===== src/rtl/chacha_pkg.sv =====
// Shared types for the ChaCha20 keystream scheduler: word/block types, FSM states,
// and the message-length admission check.
package chacha_pkg;

    typedef logic [31:0]  word_t;
    typedef logic [511:0] block_t;

    localparam int unsigned BLOCK_BYTES = 64;

    typedef enum logic [2:0] {
        ST_IDLE,
        ST_ISSUE,
        ST_WAIT_CORE,
        ST_PRESENT,
        ST_SETTLE,
        ST_DONE,
        ST_ERR
    } sched_state_t;

    typedef enum logic [1:0] {
        LEN_ZERO,
        LEN_OK,
        LEN_OVF
    } len_chk_t;

    // A message fits only if every block counter from ctr_init upward stays below 2^32.
    function automatic len_chk_t len_check(
        input logic        is_zero,
        input logic [63:0] blocks,
        input word_t       ctr_init
    );
        logic [64:0] limit;
        limit = 65'h1_0000_0000 - {33'b0, ctr_init};
        if (is_zero) begin
            return LEN_ZERO;
        end
        if ({1'b0, blocks} > limit) begin
            return LEN_OVF;
        end
        return LEN_OK;
    endfunction

endpackage


===== src/rtl/keystream_block_scheduler.sv =====
// Issues one ChaCha20 block per message block and streams it out on valid/ready;
// first core_start one cycle after start, ks_data held until ks_ready, one SETTLE cycle per block.
module keystream_block_scheduler
    import chacha_pkg::*;
#(
    parameter int unsigned COUNTER_INIT = 1,
    parameter int unsigned LEN_W        = 38
) (
    input  logic             clk,
    input  logic             init,
    input  logic             start,
    input  logic [LEN_W-1:0] msg_len,
    input  word_t            block_ctr,
    output word_t            blocksproduced,
    output logic             core_start,
    output word_t            core_counter,
    input  logic             core_done,
    input  block_t           core_block,
    output logic             ks_valid,
    input  logic             ks_ready,
    output block_t           ks_data,
    output logic             ks_last,
    output logic [6:0]       ks_bytes,
    output logic             busy,
    output logic             done,
    output logic             err_overflow,
    output logic             err_sync
);

    localparam int unsigned REM_W = LEN_W - 5;

    sched_state_t     state;
    sched_state_t     state_nxt;
    logic [REM_W-1:0] rem;
    logic [5:0]       tail;
    logic [REM_W-1:0] msg_blocks;
    len_chk_t         len_status;
    logic             ctr_in_sync;
    logic             last_block;
    logic             xfer;

    // ceil(msg_len / 64) without a carry-out adder: whole blocks plus one for any tail.
    assign msg_blocks  = REM_W'(msg_len >> 6) + REM_W'(|msg_len[5:0]);
    assign len_status  = len_check(msg_len == '0, 64'(msg_blocks), word_t'(COUNTER_INIT));
    assign ctr_in_sync = (block_ctr == blocksproduced);
    assign last_block  = (rem == REM_W'(1));
    assign xfer        = (state == ST_PRESENT) && ks_ready;

    assign ks_valid = (state == ST_PRESENT);
    assign busy     = (state != ST_IDLE);
    assign done     = (state == ST_DONE);

    always_comb begin
        state_nxt    = state;
        core_start   = 1'b0;
        core_counter = '0;
        case (state)
            ST_IDLE: begin
                if (start) begin
                    case (len_status)
                        LEN_ZERO: state_nxt = ST_DONE;
                        LEN_OVF:  state_nxt = ST_ERR;
                        default:  state_nxt = ST_ISSUE;
                    endcase
                end
            end
            ST_ISSUE: begin
                if (ctr_in_sync) begin
                    core_start   = 1'b1;
                    core_counter = word_t'(COUNTER_INIT) + block_ctr;
                    state_nxt    = ST_WAIT_CORE;
                end else begin
                    state_nxt = ST_ERR;
                end
            end
            ST_WAIT_CORE: begin
                if (core_done) begin
                    state_nxt = ST_PRESENT;
                end
            end
            ST_PRESENT: begin
                if (ks_ready) begin
                    state_nxt = last_block ? ST_DONE : ST_SETTLE;
                end
            end
            ST_SETTLE: state_nxt = ST_ISSUE;
            ST_DONE:   state_nxt = ST_IDLE;
            ST_ERR:    state_nxt = ST_ERR;
            default:   state_nxt = ST_IDLE;
        endcase
    end

    always_ff @(posedge clk) begin
        if (init) begin
            state          <= ST_IDLE;
            rem            <= '0;
            tail           <= '0;
            blocksproduced <= '0;
            ks_data        <= '0;
            ks_last        <= 1'b0;
            ks_bytes       <= '0;
            err_overflow   <= 1'b0;
            err_sync       <= 1'b0;
        end else begin
            state <= state_nxt;
            if (state == ST_IDLE && start) begin
                rem  <= msg_blocks;
                tail <= msg_len[5:0];
                if (len_status == LEN_OVF) begin
                    err_overflow <= 1'b1;
                end
            end
            if (state == ST_ISSUE && !ctr_in_sync) begin
                err_sync <= 1'b1;
            end
            if (state == ST_WAIT_CORE && core_done) begin
                ks_data <= core_block;
                ks_last <= last_block;
                // Only the final block can be short; a zero tail means it is full.
                ks_bytes <= (last_block && tail != 6'd0) ? {1'b0, tail} : 7'(BLOCK_BYTES);
            end
            if (xfer) begin
                blocksproduced <= blocksproduced + 32'd1;
                rem            <= rem - REM_W'(1);
            end
        end
    end

endmodule


===== config.mk =====
export PLATFORM = sky130hd
export DESIGN_NAME = keystream_block_scheduler
export DESIGN_NICKNAME = d
export VERILOG_FILES = /design/src/rtl/chacha_pkg.sv /design/src/rtl/keystream_block_scheduler.sv
export SDC_FILE = /design/constraint.sdc
export NUM_CORES = 1
export LEC_CHECK = 0
export CORE_AREA = 2 2 452 454
export CTS_BUF_LIST = sky130_fd_sc_hd__clkbuf_4
export DETAILED_ROUTE_END_ITERATION = 10
export DIE_AREA = 0 0 454 456
export GPL_ROUTABILITY_DRIVEN = 0
export PLACE_DENSITY_LB_ADDON = 0.25
export SLEW_MARGIN = 5
export SYNTH_ARGS = -nofsm -noshare
export SYNTH_HDL_FRONTEND = slang
export SYNTH_SLANG_ARGS = --single-unit

===== constraint.sdc =====
create_clock -name clk -period 4.5 [get_ports clk]
set_clock_uncertainty 0.1 [all_clocks]
set_input_delay 0.9 -clock clk [delete_from_list [all_inputs] [get_ports clk]]
set_output_delay 0.9 -clock clk [all_outputs]
set_load 0.005 [all_outputs]

# After elaboration in Yosys (flattened, before gate mapping)
# Cells that the tools add are included.
[word_totals] input_bits=587 word_cells=62 register_bits=596
[classes] eq_ne=12 n_mux=21 reduce_logical=15 order_cmp=1 n_addsub=4
[op_table] cell="33-bit two-way mux" n=2
[op_table] cell="32-bit two-way mux" n=2
[op_table] cell="38-bit zero test" n=1
[op_table] cell="32-bit by 1-bit adder with 33-bit output" n=1
[op_table] cell="33-bit by 1-bit == test with 1-bit output, second input constant" n=1
[op_table] cell="33-bit by 32-bit > comparator with 1-bit output, second input constant" n=1
[op_table] cell="33-bit by 1-bit subtractor with 33-bit output, second input constant" n=1
[op_table] cell="1-bit by 32-bit adder with 32-bit output, first input constant" n=1
[op_table] cell="32-bit by 1-bit adder with 32-bit output, second input constant" n=1
[op_table] cell="32-bit == test" n=1
[op_table] cell="3-bit one-hot mux with 6 select lines" n=1
[op_table] cell="3-bit two-way mux" n=4
[op_table] cell="3-bit == test, second input constant" n=3
[op_table] cell="2-bit two-way mux" n=4
[op_table] cell="7-bit two-way mux" n=1
[op_table] cell="3-bit by 2-bit == test with 1-bit output, second input constant" n=2
[op_table] cell="1-bit two-way mux" n=6
[op_table] cell="3-bit one-hot mux with 2 select lines" n=1
[op_table] cell="6-bit nonzero test" n=1
[op_table] cell="6-bit OR reduction" n=1
[op_table] cell="1-bit logical AND" n=5
[op_table] cell="2-bit != test, second input constant" n=2
[op_table] cell="3-bit by 1-bit == test with 1-bit output, second input constant" n=1
[op_table] cell="3-bit zero test" n=1
[op_table] cell="other kinds (8)" n=8

# Depth between registers and ports, before layout
# Gate-level depths: netlist of run 1.
[depth] depth_word=11 ltp_mapped=9 depth_no_buf=9

# Worst setup path after synthesis of run 1
# OpenSTA, ideal clock, no wires.
[synth_timing] path_type="input port to output port" from="in block_ctr[16]" to="out core_counter[10]" n_path_buf=2 cell_stages=7 path_slack_ns=1.265 arrival_ns=2.235 required_time_ns=3.500 path_cell_list="xor2_1 -> nor4_1 -> nand4_1 -> or3_1 -> clkbuf_1 -> clkbuf_1 -> nor2_1"
[synth_between] elab_chain_len=3
[synth_rtl] element="from (decl)" line="keystream_block_scheduler.sv:13" text="input word_t block_ctr,"
[synth_rtl] element="32-bit == test" line="keystream_block_scheduler.sv:45" text="assign ctr_in_sync = (block_ctr == blocksproduced);"
[synth_rtl] element="32-bit two-way mux" line="keystream_block_scheduler.sv:68" text="if (ctr_in_sync) begin"
[synth_rtl] element="32-bit two-way mux" line="keystream_block_scheduler.sv:57" text="case (state)"
[synth_rtl] element="to (decl)" line="keystream_block_scheduler.sv:16" text="output word_t core_counter,"
# Every way passes these cells.

# Worst setup path after layout of run 1
[layout_timing] from="in block_ctr[15]" to="out core_counter[5]"
# Same word-level chain as after synthesis.

==> results of run 1 <==
Yosys cell counts (3+ instances only):
| cell type | instances |
|---|---|
| nand3_1 | 35 |
| nand2_1 | 1100 |
| o21a_1 | 3 |
| a22oi_1 | 7 |
| or3_1 | 13 |
| ha_1 | 6 |
| nand4_1 | 44 |
| xor2_1 | 67 |
| a2111oi_0 | 4 |
| a211oi_1 | 8 |
| clkbuf_1 | 208 |
| and2_1 | 6 |
| and3_1 | 19 |
| a21oi_1 | 538 |
| o31ai_1 | 3 |
| inv_1 | 22 |
| nor4_1 | 38 |
| nor3_1 | 29 |
| a31oi_1 | 17 |
| and4_1 | 14 |
| dfxtp_1 | 596 |
| o311ai_0 | 3 |
| o21ai_0 | 10 |
| or2_2 | 4 |
| mux2_2 | 3 |
| and3b_1 | 3 |
| a221oi_1 | 6 |
| mux2i_1 | 6 |
| or4_1 | 17 |
| xnor2_1 | 39 |
| o211ai_1 | 11 |
| nor2_1 | 111 |
power by group:
group          internal, mW  switching, mW
Sequential             5.79          0.340
Clock                  2.79           2.69
Combinational          1.95           2.21
final cells by class:
| class | count | area [um^2] | area share, % |
|---|---|---|---|
| diodes | 17 | 42.54 | 0.09807 |
| multi-input cells | 2188 | 10500 | 24.19 |
| repair buffers | 1519 | 15210 | 35.07 |
| clock inverters | 49 | 329.1 | 0.7586 |
| inverters | 22 | 82.58 | 0.1904 |
| flip-flops and latches | 596 | 11950 | 27.55 |
| clock buffers | 256 | 1922 | 4.430 |
| well taps | 2672 | 3343 | 7.707 |
how the worst min path moves through the flow:
stage	from	endpoint	slack, ns	depth (start not counted)
floorplan	rem[17]	rem[17]	0.34	1
global placement	err_sync	err_sync	0.34	2
detailed placement	ks_data[268]	ks_data[268]	0.35	2
CTS	core_block[148]	ks_data[148]	0.0001	3
global route	core_block[314]	ks_data[314]	0.01	3
finish	core_block[100]	ks_data[100]	0.24	3
worst reg2reg max path: stages, from the launching register on:
cell and delay (ns):
dfxtp_1 0.36, nor3_1 0.61, nand3_1 0.69, nor4_1 0.90, a31oi_1 0.17, a221o_1 0.27
metal layers:
layer / share of wire, % / global-route usage, % / wire (um)
met3: 7.7 / 4.744 / 12100
met2: 51 / 25.97 / 80190
met4: 2.3 / 3.879 / 3545
met1: 39 / 16.25 / 60300
met5: 0.060 / 0 / 93
cells by family (layout without fill, tap and decap cells):
family                     after synthesis  after routing
and+or+nand+nor                       1445           1445
AOI/OAI and AO/OA                      622            622
DFF                                    596            596
buffers and inverters                  234           1846
xor gates and xnor gates               106            106
muxes                                    9              9
adders and majority gates                6              6
other                                    0             17
flip-flops by register name, indices dropped and copies added (netlist names):
name and cells:
ks_last 1, rem 33, tail 6, blocksproduced 32, err_sync 1, ks_bytes 7, err_overflow 1, ks_data 512
state 3
metrics by stage:
stage	setup slack [ns]	instances	hold slack, ns	util, %
3_5_place_dp	0.01173	6737	0.3453	19.05
2_1_floorplan	1.265	3018	0.3362	-
3_3_place_gp	0.01499	6737	0.3374	19.05
6_report	0.2612	7319	0.2372	21.51
4_1_cts	-0.1515	7294	0.0001037	21.42
5_1_grt	-0.01178	7313	0.01316	21.50
cell usage in the layout, fill, tap and decap left out, drive strengths merged, types with 4 or more instances in the layout:
cell,count
or2,4
diode,17
or3,13
dfxtp,596
nand3,35
xnor2,39
a31oi,17
and3,19
nor3,29
a211oi,8
clkbuf,266
mux2i,6
dlymetal6s2s,24
o211ai,11
nor4,39
a21oi,538
o21ai,10
nor2,111
dlygate4sd3,252
a221oi,6
a22oi,7
a2111oi,5
ha,6
buf,91
clkdlybuf4s50,1142
nand2,1100
and4,14
inv,33
nand4,44
or4,18
clkinv,35
and2,6
xor2,67
repair_timing:
action                                  4_1_cts  5_1_grt
gates cloned                                  0        1
hold buffers                                252        0
pin swaps                                     2        3
endpoints found under the setup margin       33       32
setup buffers                                 0        7
hold endpoints to repair                    270        0
resized for setup                            18       52
==> qor.log, run 1 <==
[placed_design] number of port buffers 1176
[synth] Post-Syn Area 0.02325 mm^2
[synth] Distinct cells, synth 53
[critical_path] cell family with most CP delay buffers and inverters
[synth] synthesized instance count 3018
[critical_path] worst r2r dst rem[28]
[synth] proportion of register bits with asynchronous set or reset after synthesis 0%
[power] Leak Pwr 15.20 nW
[die] DIE WIDTH 454 um
[critical_path] Critical Setup Path Class in2out
[synth] Synth Warn # 0
[sta] total count of max-transition violations in the final report 0
[grt] largest net degree at the start of global routing 156
[detailed_routing] first drt pass iteration count 6
[sta] final hold viol count 0
[critical_path] slowest stage cell on the critical path clkdlybuf4s50_1
[critical_path] Buf/Inv on CP 5
[critical_path] worst setup slack for register-to-register paths 1.28 ns
[sta] crit share post-route 94.20%
[run_status] result of the run finished clean
[grt] wire length of the first global-routing pass 211500 um
[synth] parity-gate share of the synthesized area counting xor and xnor cells 3.993%
[sta] clock period minus worst slack 4.239 ns
[synth] Area contributors post-synth dfxtp_1 51%, nand2_1 18%, a21oi_1 12%, clkbuf_1 3.4%, xor2_1 2.5%
[sta] headroom to the max-slew limit 26.68%
[critical_path] CP Data Arrival Time 3.24 ns
[synth] average cell area after synthesis 7.703 um^2
[critical_path] cell-by-cell trace of the critical path clkdlybuf4s50_1, xor2_1, nor4_1, buf_4, nand4_1, or3_4, buf_4, clkbuf_16, nor2_1, clkbuf_2
[detailed_routing] DRC viols 0
[detailed_routing] Post-DRT Antenna Nets 0
[synth] number of nets produced by synthesis 3611
[critical_path] biggest cell delay along the critical path 0.56 ns
[power] Pwr Density 363.7 mW/mm^2
[critical_path] CP Capture Type primary output
[grt] vias in the first global route 26717
[sta] Worst Tran Pin Value 1.100 ns
[synth] Post-synth EDFFs 0
[synth] adder-cell share of the synthesized area 0.3229%
[finish] layout overhead on the synthesized area 86.58%
[critical_path] crit path to core_counter[5]
[die] Core Rows 165
[die] effective utilization at floorplan 11.53%
[critical_path] logic depth of the worst register-to-register path 5
[critical_path] number of stages on the worst setup path 10
[finish] cell area after layout 0.04338 mm^2
[worst_hold_path] worst min-delay path category in2reg
[synth] largest area contributor in the netlist dfxtp_1
[placed_design] half-perimeter wire length of the detailed placement result 124400 um
[placed_design] instance area after placement 0.03842 mm^2
[grt] total routing usage reported by global routing 14.49%
[clocking] CTS buffer count 188
[detailed_routing] vias per cell 3.755
[finish] proportion of layout cells with a drive suffix above 1 8.834%
[grt] gr ovfl total 0
[die] floorplan die height 456 um
[critical_path] most repeated library cell on the critical path buf_4
[critical_path] largest fanout on the critical path 16
[clocking] CTS sink cnt 596
[synth] register area share after synthesis 51.32%
[die] # IOs 1177
[clocking] clock latency on the worst-skew pair 1.17 ns
[synth] post-synthesis compound-gate area fraction 14.25%
[critical_path] startpoint of the most critical register-to-register path rem[8]
[synth] multiplexer share of the synthesized area 0.4036%
[critical_path] CP Data Required Time 3.50 ns
[grt] number of antenna violations at the first check in global routing 46
[sta] final setup vio count 0
[finish] number of nets in the layout 5108
[detailed_routing] violation count after the first detailed-route iteration 1841
[detailed_routing] vias 27485
[synth] post-synthesis sequential element count 596
[job] max-capacitance violation count 0
[critical_path] crit path launch type input port
[finish] filler cell count 22473
[synth] leading register cell type out of synthesis dfxtp_1
[clocking] clock transition time at the flip-flop clock pins of the worst setup and hold paths 0.06 ns
[sta] aggregate negative setup slack 0 ns
[clocking] root buf cell clkbuf_4
[synth] largest family of logic cells by synthesized area simple AND/OR/NAND/NOR gates
[die] overall die area 0.2070 mm^2
[clocking] Max Buffers Root-to-Sink 3
[power] PnR Total Power 15.77 mW
[synth] share of the synthesized area in the top cell type 51.32%
[detailed_routing] routed wire length 156200 um
[critical_path] critical path startpoint block_ctr[15]
[power] Worst IR Drop VDD 0.0002060 V
[synth] post-synthesis share of cell area spent on and, or, nand and nor gates 25.92%
[die] floorplan core area 0.2017 mm^2
[detailed_routing] mean routed wirelength per cell 21.35 um
[clocking] clock tree from TritonCTS built
[clocking] H-tree depth 4
[sta] maximum clock rate 235.9 MHz
Note: power is estimated with default switching activity, not from simulation.
==> run 2: changes to the inputs <==
CORE_AREA = 2 2 460 462   (was 2 2 452 454)
DIE_AREA = 0 0 462 464   (was 0 0 454 456)
MAX_ROUTING_LAYER = met4   (was not set)
clock period = 4.85 ns   (was 4.5 ns; I/O delays follow)
==> run 2 against run 1 <==
Net effect: cell count decreased by 0.59%; global-route usage increased by 1.3 points; highest routed layer is now met4; core utilization decreased by 1.6 points; worst setup slack got worse by 0.056 ns; combinational power decreased by 10%; sequential cell count unchanged; critical endpoint is now core_counter[14]; sequential share of layout area increased by 1.2 points; wire length increased by 9.4%; via count decreased by 1.0%; register-to-register slack improved by 0.23 ns; die area increased by 3.5%; clock-buffer cell count increased by 22.
==> qor.log, run 2 (same netlist as run 1, synthesis figures left out) <==
[power] Leak Pwr 13.84 nW [was 15.20 nW]
[placed_design] pre-CTS setup slack 0.09981 ns [was 0.01173 ns]
[finish] Reg with most FFs ks_data [unchanged]
[critical_path] crit path launch type input port [unchanged]
[sta] maximum clock rate 215.3 MHz
[sta] crit share post-route 95.76%
[die] floorplan die height 464 um [was 456 um]
[critical_path] Critical Setup Path Class in2out [unchanged]
[finish] layout overhead on the synthesized area 78.77% [was 86.58%]
[clocking] clock tree from TritonCTS built [unchanged]
[sta] clock period minus worst slack 4.644 ns
[clocking] Max Buffers Root-to-Sink 3 [unchanged]
[die] Core Rows 168 [was 165]
[power] PnR Total Power 14.66 mW [was 15.77 mW]
[power] Worst IR Drop VDD 0.0002254 V [was 0.0002060 V]
[grt] wire length of the first global-routing pass 226800 um [was 211500 um]
[finish] Post-Route Utilization 19.87% [was 21.51%]
[clocking] buffer count from post-CTS setup fixing 0 [unchanged]
[detailed_routing] vias 27197 [was 27485]
[grt] gr ovfl total 0 [unchanged]
[critical_path] largest fanout on the critical path 7 [was 16]
[detailed_routing] DRC viols 0 [unchanged]
[detailed_routing] Post-DRT Antenna Nets 0 [unchanged]
[die] # IOs 1177 [unchanged]
[placed_design] number of port buffers 1176 [unchanged]
[grt] number of antenna violations at the first check in global routing 82 [was 46]
[critical_path] most repeated library cell on the critical path clkdlybuf4s50_1 [was buf_4]
[finish] number of nets in the layout 4894 [was 5108]
[critical_path] logic depth of the worst register-to-register path 5 [unchanged]
[sta] final setup vio count 0 [unchanged]
[clocking] root buf cell clkbuf_4 [unchanged]
[placed_design] half-perimeter wire length of the detailed placement result 137800 um [was 124400 um]
[detailed_routing] first drt pass iteration count 6 [unchanged]
[critical_path] critical path startpoint block_ctr[0] [was block_ctr[15]]
[placed_design] instance area after placement 0.03829 mm^2 [was 0.03842 mm^2]
[clocking] CTS buffer count 191 [was 188]
[finish] most common cell after layout, fill and taps aside clkdlybuf4s50_1 [unchanged]
[die] floorplan core area 0.2092 mm^2 [was 0.2017 mm^2]
[die] overall die area 0.2144 mm^2 [was 0.2070 mm^2]
[worst_hold_path] beginning of the worst hold path core_block[118] [was core_block[100]]
[sta] final worst setup slack 0.2055 ns [was 0.2612 ns]
[worst_hold_path] worst min-delay path endpoint ks_data[118] [was ks_data[100]]
[grt] vias in the first global route 26778 [was 26717]
[sta] headroom to the max-slew limit 20.28% [was 26.68%]
[critical_path] startpoint of the most critical register-to-register path rem[8] [unchanged]
[run_status] result of the run finished clean [unchanged]
[die] effective utilization at floorplan 11.12% [was 11.53%]
[detailed_routing] mean routed wirelength per cell 23.48 um [was 21.35 um]
[clocking] clock latency on the worst-skew pair 1.19 ns [was 1.17 ns]
[critical_path] biggest cell delay along the critical path 0.70 ns [was 0.56 ns]
[critical_path] CP Capture Type primary output [unchanged]
[finish] leading registers by flop count ks_data x512, rem x33, blocksproduced x32 [unchanged]
[critical_path] slowest stage cell on the critical path clkdlybuf4s50_1 [unchanged]
[finish] flip-flop count of the largest register, all copies and words added 512 [unchanged]
[placed_design] DP Cell Count 6831 [was 6737]
[critical_path] CP Data Arrival Time 3.57 ns [was 3.24 ns]
[clocking] H-tree depth 4 [unchanged]
[critical_path] worst setup slack for register-to-register paths 1.51 ns [was 1.28 ns]
[critical_path] worst r2r dst rem[28] [unchanged]
[clocking] clock transition time at the flip-flop clock pins of the worst setup and hold paths 0.07 ns [was 0.06 ns]
[sta] aggregate negative setup slack 0 ns [unchanged]
[sta] final hold viol count 0 [unchanged]
[worst_hold_path] hold-critical path depth 3 [unchanged]
[power] Pwr Density 352.8 mW/mm^2 [was 363.7 mW/mm^2]
[detailed_routing] vias per cell 3.738 [was 3.755]
[grt] total routing usage reported by global routing 15.76% [was 14.49%]
[critical_path] cell-by-cell trace of the critical path clkdlybuf4s50_1, ha_1, and3_1, nand2_1, nor3_1, xnor2_1, nor2_1, clkdlybuf4s50_1 [was clkdlybuf4s50_1, xor2_1, nor4_1, buf_4, nand4_1, or3_4, buf_4, clkbuf_16, nor2_1, clkbuf_2]
[critical_path] CP Data Required Time 3.78 ns [was 3.50 ns]
[finish] cell area after layout 0.04156 mm^2 [was 0.04338 mm^2]
[sta] total count of max-transition violations in the final report 0 [unchanged]
[worst_hold_path] worst min-delay path category in2reg [unchanged]
[finish] proportion of layout cells with a drive suffix above 1 8.471% [was 8.834%]
[job] max-capacitance violation count 0 [unchanged]
[clocking] CTS sink cnt 596 [unchanged]
[sta] final-layout worst hold slack 0.2196 ns [was 0.2372 ns]
[die] DIE WIDTH 462 um [was 454 um]
[detailed_routing] routed wire length 170900 um [was 156200 um]
[grt] largest net degree at the start of global routing 170 [was 156]
[finish] non-filler instance count after layout 7276 [was 7319]
[detailed_routing] violation count after the first detailed-route iteration 1665 [was 1841]
[finish] most frequent cells in the layout 1175 x clkdlybuf4s50_1, 1100 x nand2_1, 583 x dfxtp_1 [was 1142 x clkdlybuf4s50_1, 1100 x nand2_1, 584 x dfxtp_1]
[sta] Worst Tran Pin Value 1.196 ns [was 1.100 ns]
## run 2: critical path: cells and delay by family
| kind | cells | cell delay [ns] |
|---|---|---|
| xor+xnor | 1 | 0.12 |
| fa+ha+maj | 1 | 0.31 |
| buf+inv | 2 | 1.20 |
| simple gates | 4 | 0.97 |
## run 2: repair_timing
| action | 4_1_cts | 5_1_grt |
|---|---|---|
| resized for setup | 6 | 12 |
| hold endpoints to repair | 99 | 0 |
| cloned | 0 | 0 |
| setup endpoints to repair | 32 | 32 |
| pin swaps | 0 | 2 |
| hold buffers | 82 | 0 |
## run 2: routing by layer
metal	wire [um]	GRT usage, %
met3	19050	7.046
met5	0	-
met2	81140	25.76
met4	4401	4.120
met1	66260	17.27
## run 2: area by class of cell
| class | count | area [um^2] |
|---|---|---|
| Inverter | 22 | 82.58 |
| Fill cell | 23585 | 167600 |
| Antenna cell | 44 | 110.1 |
| Clock buffer | 278 | 2087 |
| Multi-Input combinational cell | 2188 | 10500 |
| Clock inverter | 41 | 216.5 |
| Sequential cell | 596 | 11950 |
| Timing Repair Buffer | 1302 | 13110 |
| Tap cell | 2805 | 3510 |
## run 2: report_power, final
| part | switching (mW) | total (mW) | internal, mW |
|---|---|---|---|
| combinational | 2.05 | 3.73 | 1.67 |
| sequential | 0.349 | 5.72 | 5.37 |
| clock | 2.61 | 5.21 | 2.61 |
| total | 5.01 | 14.7 | 9.66 |
## run 2: worst max-delay path by stage
stage,to,slack (ns),depth (start not counted)
final,core_counter[14],0.21,8
after global routing,core_counter[23],-0.008,7
after CTS,core_counter[5],0.03,7
after detailed placement,core_counter[31],0.1,7
after global placement,core_counter[31],0.08,7
after floorplan,core_counter[10],1.48,7
